`src/rtl/uart_io_ctrl.sv`:
```
// rtl/uart_io_ctrl.sv - UART byte-stream sequencer with RX/TX ring FIFOs and loader sync
//
// Ports:
//   clk, rst              system clock, synchronous active-high reset
//   mode[2:0]             0 idle, 1 LOAD, 2 EXEC, others idle
//   rx_data, rx_valid     byte strobe from uart_rx
//   tx_busy               busy from uart_tx
//   tx_start, tx_data     start pulse and held byte to uart_tx
//   in_req/in_ack/in_data IN instruction handshake, in_data = {24'b0, byte}
//   out_req/out_byte/out_ack  OUT instruction handshake
//   busy                  pipeline stall (combinational)
//   sync_sent             sticky, sync byte fully transmitted
//   rx_overflow           sticky, an RX byte was dropped
//   rx_count, tx_count    FIFO occupancies
module uart_io_ctrl #(
  parameter int          DEPTH_LOG2 = 4,
  parameter logic [7:0]  SYNC_BYTE  = 8'hAA
) (
  input  logic                  clk,
  input  logic                  rst,
  input  logic [2:0]            mode,
  input  logic [7:0]            rx_data,
  input  logic                  rx_valid,
  input  logic                  tx_busy,
  output logic                  tx_start,
  output logic [7:0]            tx_data,
  input  logic                  in_req,
  output logic                  in_ack,
  output logic [31:0]           in_data,
  input  logic                  out_req,
  input  logic [7:0]            out_byte,
  output logic                  out_ack,
  output logic                  busy,
  output logic                  sync_sent,
  output logic                  rx_overflow,
  output logic [DEPTH_LOG2:0]   rx_count,
  output logic [DEPTH_LOG2:0]   tx_count
);

  localparam int DEPTH = 1 << DEPTH_LOG2;
  localparam logic [DEPTH_LOG2:0]   FULL    = {1'b1, {DEPTH_LOG2{1'b0}}};
  localparam logic [DEPTH_LOG2:0]   CNT_ONE = {{DEPTH_LOG2{1'b0}}, 1'b1};
  localparam logic [DEPTH_LOG2-1:0] PTR_ONE = {{(DEPTH_LOG2-1){1'b0}}, 1'b1};

  typedef enum logic [1:0] {T_IDLE, T_START, T_HOLD, T_WAIT} tx_state_t;

  logic [7:0]            rx_mem [DEPTH];
  logic [7:0]            tx_mem [DEPTH];
  logic [DEPTH_LOG2-1:0] rx_wptr, rx_rptr, tx_wptr, tx_rptr;

  logic      rx_push_req, rx_push, in_accept, out_accept, tx_pop;
  logic      load_sync, set_sync, is_sync;
  tx_state_t state, state_n;

  assign rx_push_req = rx_valid && (mode == 3'd2);
  assign in_accept   = in_req && !in_ack && (rx_count != '0);
  // A full FIFO still takes a byte when the head leaves in the same cycle.
  assign rx_push     = rx_push_req && ((rx_count != FULL) || in_accept);
  assign out_accept  = out_req && !out_ack && (tx_count != FULL);
  assign busy        = (in_req && !in_ack) || (out_req && !out_ack);

  // Storage arrays carry no reset; pointers and counts define validity.
  always_ff @(posedge clk) begin
    if (rx_push) rx_mem[rx_wptr] <= rx_data;
    if (out_accept) tx_mem[tx_wptr] <= out_byte;
  end

  always_ff @(posedge clk) begin
    if (rst) begin
      rx_wptr     <= '0;
      rx_rptr     <= '0;
      rx_count    <= '0;
      rx_overflow <= 1'b0;
      in_ack      <= 1'b0;
      in_data     <= '0;
    end else begin
      in_ack <= in_accept;
      if (rx_push) rx_wptr <= rx_wptr + PTR_ONE;
      if (in_accept) begin
        rx_rptr <= rx_rptr + PTR_ONE;
        in_data <= {24'b0, rx_mem[rx_rptr]};
      end
      if (rx_push_req && !rx_push) rx_overflow <= 1'b1;
      case ({rx_push, in_accept})
        2'b10:   rx_count <= rx_count + CNT_ONE;
        2'b01:   rx_count <= rx_count - CNT_ONE;
        default: rx_count <= rx_count;
      endcase
    end
  end

  always_ff @(posedge clk) begin
    if (rst) begin
      tx_wptr  <= '0;
      tx_rptr  <= '0;
      tx_count <= '0;
      out_ack  <= 1'b0;
    end else begin
      out_ack <= out_accept;
      if (out_accept) tx_wptr <= tx_wptr + PTR_ONE;
      if (tx_pop) tx_rptr <= tx_rptr + PTR_ONE;
      case ({out_accept, tx_pop})
        2'b10:   tx_count <= tx_count + CNT_ONE;
        2'b01:   tx_count <= tx_count - CNT_ONE;
        default: tx_count <= tx_count;
      endcase
    end
  end

  // The sync byte wins in LOAD mode; queued data waits until mode leaves LOAD.
  always_comb begin
    state_n   = state;
    tx_pop    = 1'b0;
    load_sync = 1'b0;
    set_sync  = 1'b0;
    case (state)
      T_IDLE: begin
        if (mode == 3'd1 && !sync_sent) begin
          load_sync = 1'b1;
          state_n   = T_START;
        end else if (mode != 3'd1 && tx_count != '0 && !tx_busy) begin
          tx_pop  = 1'b1;
          state_n = T_START;
        end
      end
      T_START: state_n = T_HOLD;
      // Gives uart_tx one cycle to raise busy before we look at it.
      T_HOLD:  state_n = T_WAIT;
      T_WAIT: begin
        if (!tx_busy) begin
          state_n  = T_IDLE;
          set_sync = is_sync;
        end
      end
      default: state_n = T_IDLE;
    endcase
  end

  assign tx_start = (state == T_START);

  always_ff @(posedge clk) begin
    if (rst) begin
      state     <= T_IDLE;
      tx_data   <= '0;
      is_sync   <= 1'b0;
      sync_sent <= 1'b0;
    end else begin
      state <= state_n;
      if (load_sync) begin
        tx_data <= SYNC_BYTE;
        is_sync <= 1'b1;
      end else if (tx_pop) begin
        tx_data <= tx_mem[tx_rptr];
        is_sync <= 1'b0;
      end
      if (set_sync) sync_sent <= 1'b1;
    end
  end

endmodule

```
`config.mk`:
```
export PLATFORM = sky130hd
export DESIGN_NAME = uart_io_ctrl
export DESIGN_NICKNAME = d
export VERILOG_FILES = /design/src/rtl/uart_io_ctrl.sv
export SDC_FILE = /design/constraint.sdc
export NUM_CORES = 1
export LEC_CHECK = 0
export CORE_MARGIN = 2
export CORE_UTILIZATION = 40
export CTS_CLUSTER_DIAMETER = 50
export DETAILED_ROUTE_END_ITERATION = 8
export GPL_TIMING_DRIVEN = 0
export PLACE_DENSITY = 0.69
export SETUP_SLACK_MARGIN = 0.3
export SLEW_MARGIN = 30
export SYNTH_ARGS = -nofsm -noshare
export SYNTH_HDL_FRONTEND = slang
export SYNTH_SLANG_ARGS = --single-unit
```
`constraint.sdc`:
```
create_clock -name clk -period 3.8 [get_ports clk]
set_clock_uncertainty 0.1 [all_clocks]
set_input_delay 0.76 -clock clk [delete_from_list [all_inputs] [get_ports clk]]
set_output_delay 0.76 -clock clk [all_outputs]
set_load 0.03 [all_outputs]
```
==> results.py <==
metrics = {
    "clock_network": {
        "cts_sinks": 309,
        "h-tree-depth": 2,
        "clkTransAtPathRegs_ns": 0.05,
        "hold_buffers": 0,
        "clock_latency_ns": 0.51,
        "clk_path_buf_depth": 3,
        "cts_tree": "done",
        "cts_made_buffers": 34,
        "cts_root_buf": "clkbuf_16",
    },
    "power": {
        "power.share.sequential_pct": 44.0,
        "switching_share_pct": 27.1,
        "leakagePower_nw": 4.93,
        "pwr-share-comb_pct": 20.5,
        "p_clk_share_pct": 35.4,
        "p_int_mw": 6.51,
        "power_density_nw_per_um2": 607,
        "p_sw_mw": 2.42,
        "ir_drop_mv": 0.576,
    },
    "sta": {
        "setup_violations": 0,
        "fin_tns_setup_ns": 0,
        "fin_crit_sh_pct": 87.2,
        "min_period_ns": 3.31,
        "rsz0062_at_grt": "false",
        "whs_ns": 0.386,
        "hold_viol": 0,
        "slew_headroom_pct": 46.1,
        "maxSlewViolCount": 0,
        "worst_pin_slew_ns": 0.806,
        "fmax_mhz": 302,
    },
    "layout": {
        "finalNetCount": 895,
        "fillers": 2541,
        "drive_gt1_share_pct": 19.5,
        "diodes": 0,
        "syn2layout_area_growth_pct": 18.3,
        "final_area_um2": 14700,
    },
    "die": {
        "coreArea_um2": 30600,
        "rows": 64,
        "initial_utilization_pct": 40.7,
        "die_h_um": 180,
        "die_area_um2": 32500,
        "num_io_pins": 81,
        "dieWidth_um": 180,
    },
    "setup_path": {
        "critPathTopFamily": "buffers and inverters",
        "crit_buf_inv": 3,
        "crit_type": "in -> reg",
        "arrival_ns": 3.58,
        "cpPeakStageDelay_ns": 0.45,
        "worstPathCellList": "clkdlybuf4s50_1, nand2b_1, a21o_1, buf_2, buf_2, nor2_1, fa_1, a21o_1, a21oi_1, mux2_2, nand2_1, a21oi_1",
        "crit_path_top_delay_cell": "clkdlybuf4s50_1",
        "path_max_fanout": 10,
        "cp-start-kind": "primary input",
        "endpoint_kind": "register",
        "required_ns": 4.07,
    },
    "placed_design": {
        "portBuffers": 56,
        "globalplace.congestion": 0.753,
        "place_area_um2": 13600,
        "dp_hpwl_um": 16400,
    },
    "global_routing": {
        "overflow": 0,
        "antenna_found_initial": 0,
        "track_usage_pct": 15.5,
        "grt_max_degree": 17,
        "grt_pass1_wl_um": 38800,
        "grt_pass1_vias": 6743,
    },
    "route": {
        "wl_per_cell_um": 19.7,
        "drt_iter0_drc": 592,
        "drtPass1Iterations": 5,
        "antenna_left": 0,
        "viasPerCell": 5.23,
        "wl_um": 25000,
        "drc": 0,
        "vias": 6632,
    },
    "synth": {
        "netlist_instances": 732,
        "ys_warn_count": 0,
        "ys_seq_elements": 309,
        "synth_edf_count": 256,
        "synth-async-reset-ratio_pct": 0,
        "synth_ff_type": "edfxtp_1",
        "syn_area_um2": 12400,
        "postSynthAreaPerCell_um2": 17.0,
        "ys_types": 49,
        "synth-seq-area-share_pct": 70.3,
    },
    "worst_hold_path": {
        "hp-class": "reg -> reg",
    },
    "run": {
        "cap_violations": 0,
    },
    "run_status": {
        "status": "finished, final reports clean",
    },
}
-- cells by family after synthesis --
group,synth area share [%]
AO/OA/AOI/OAI,5.02
XOR/XNOR,1.34
adder cells (fa/ha/maj),2.27
buffers and inverters,3.09
flip-flops,70.3
multiplexers,12.5
other,0.0301
AND/OR/NAND/NOR,5.47
-- cells in the final DEF, fill, tap and decap left out, types with 24 or more instances in the layout --
cell / count
a22oi_1: 33
mux4_2: 64
edfxtp_1: 256
dfxtp_1: 53
clkbuf_16: 34
clkdlybuf4s50_1: 56
nor2_1: 75
conb_1: 24
buf_4: 25
a21oi_1: 33
-- cells in the mapped netlist, drive strengths merged, types with 2 or more instances --
library cell / n / area (um2)
a31oi: 5 / 31.3
a22oi: 33 / 248
edfxtp: 256 / 7690
nand4: 4 / 25.0
clkbuf: 17 / 65.1
a311oi: 4 / 35.0
a21oi: 34 / 174
mux4: 64 / 1440
o21ai: 2 / 10.0
nor3b: 3 / 22.5
xnor2: 5 / 43.8
buf: 43 / 274
ha: 21 / 263
nor3: 15 / 75.1
nor2b: 5 / 31.3
nand2b: 8 / 50.1
mux2: 2 / 22.5
dfxtp: 53 / 1060
a21boi: 4 / 30.0
nand2: 21 / 78.8
mux2i: 8 / 92.6
nor4: 2 / 33.8
nor2: 75 / 282
and2: 2 / 12.5
xor2: 14 / 123
nand3b: 2 / 15.0
inv: 12 / 45.0
a21o: 4 / 30.0
-- power groups by stage --
stage               clock network [mW]  registers (mW)  logic [mW]
floorplan                            0            4.13        1.16
global placement                     0            4.00        1.80
detailed placement                   0            4.00        1.83
CTS                               3.23            3.93        1.85
global route                      3.37            3.95        1.99
finish                            3.17            3.93        1.83
-- cell type report --
cell class	count	area (um2)	share of cell area, %
plain buffers	60	340	2.31
clock buffers	39	870	5.91
clock inverters	21	209	1.42
inverters	12	45.0	0.306
multi-input cells	374	3450	23.4
flip-flops and latches	309	8750	59.4
well taps	396	495	3.36
repair buffers	57	568	3.86
-- metal layers --
metal | track usage (%) | up-vias | routed length [um] | share of wire (%)
met4 | 4.39 | 0 | 518 | 2.1
met2 | 26.2 | 203 | 12500 | 50
li1 | - | 3035 | - | -
met5 | 0 | - | 0 | 0
met1 | 20.4 | 3348 | 10500 | 42
met3 | 2.97 | 46 | 1510 | 6.0
-- state kept, by name, indices dropped and copies added (netlist names), 2 cells and up, named ones only --
signal / flops
in_data: 8
rx_count: 5
rx_mem: 128
rx_rptr: 4
rx_wptr: 4
state: 2
tx_count: 5
tx_data: 8
tx_mem: 128
tx_rptr: 4
tx_wptr: 4
-- repair_timing --
action,CTS,global route
setup endpoints to repair,1,2
setup buffers,1,0
resized for setup,0,3
pin swaps,1,1
-- worst min-delay path: stages (launching register included) --
cell     delay (ns)
dfxtp_1        0.32
a21oi_1        0.06
nor2_1         0.07
-- through the flow --
step           utilization, %  instances  power [mW]  setup WS (ns)
5_1_grt                  48.1       1268        9.32          0.317
3_3_place_gp             44.4       1207        5.80         -0.417
3_5_place_dp             44.6       1207        5.83         -0.488
2_1_floorplan               -        755        5.29          0.412
6_report                 48.1       1268        8.93          0.485
4_1_cts                  48.1       1268        9.01          0.389
-- path summary, 6_finish.rpt --
kind	from	end	slack, ns	depth (start not counted)
worst min register to register	in_data[4]	in_data[4]	0.39	2
worst max register to register	rx_count[1]	rx_count[4]	0.53	11
worst min-delay path	in_data[4]	in_data[4]	0.39	2
worst max-delay path	in_req	rx_count[4]	0.49	12
No activity file was read; power rests on OpenSTA's default activity.
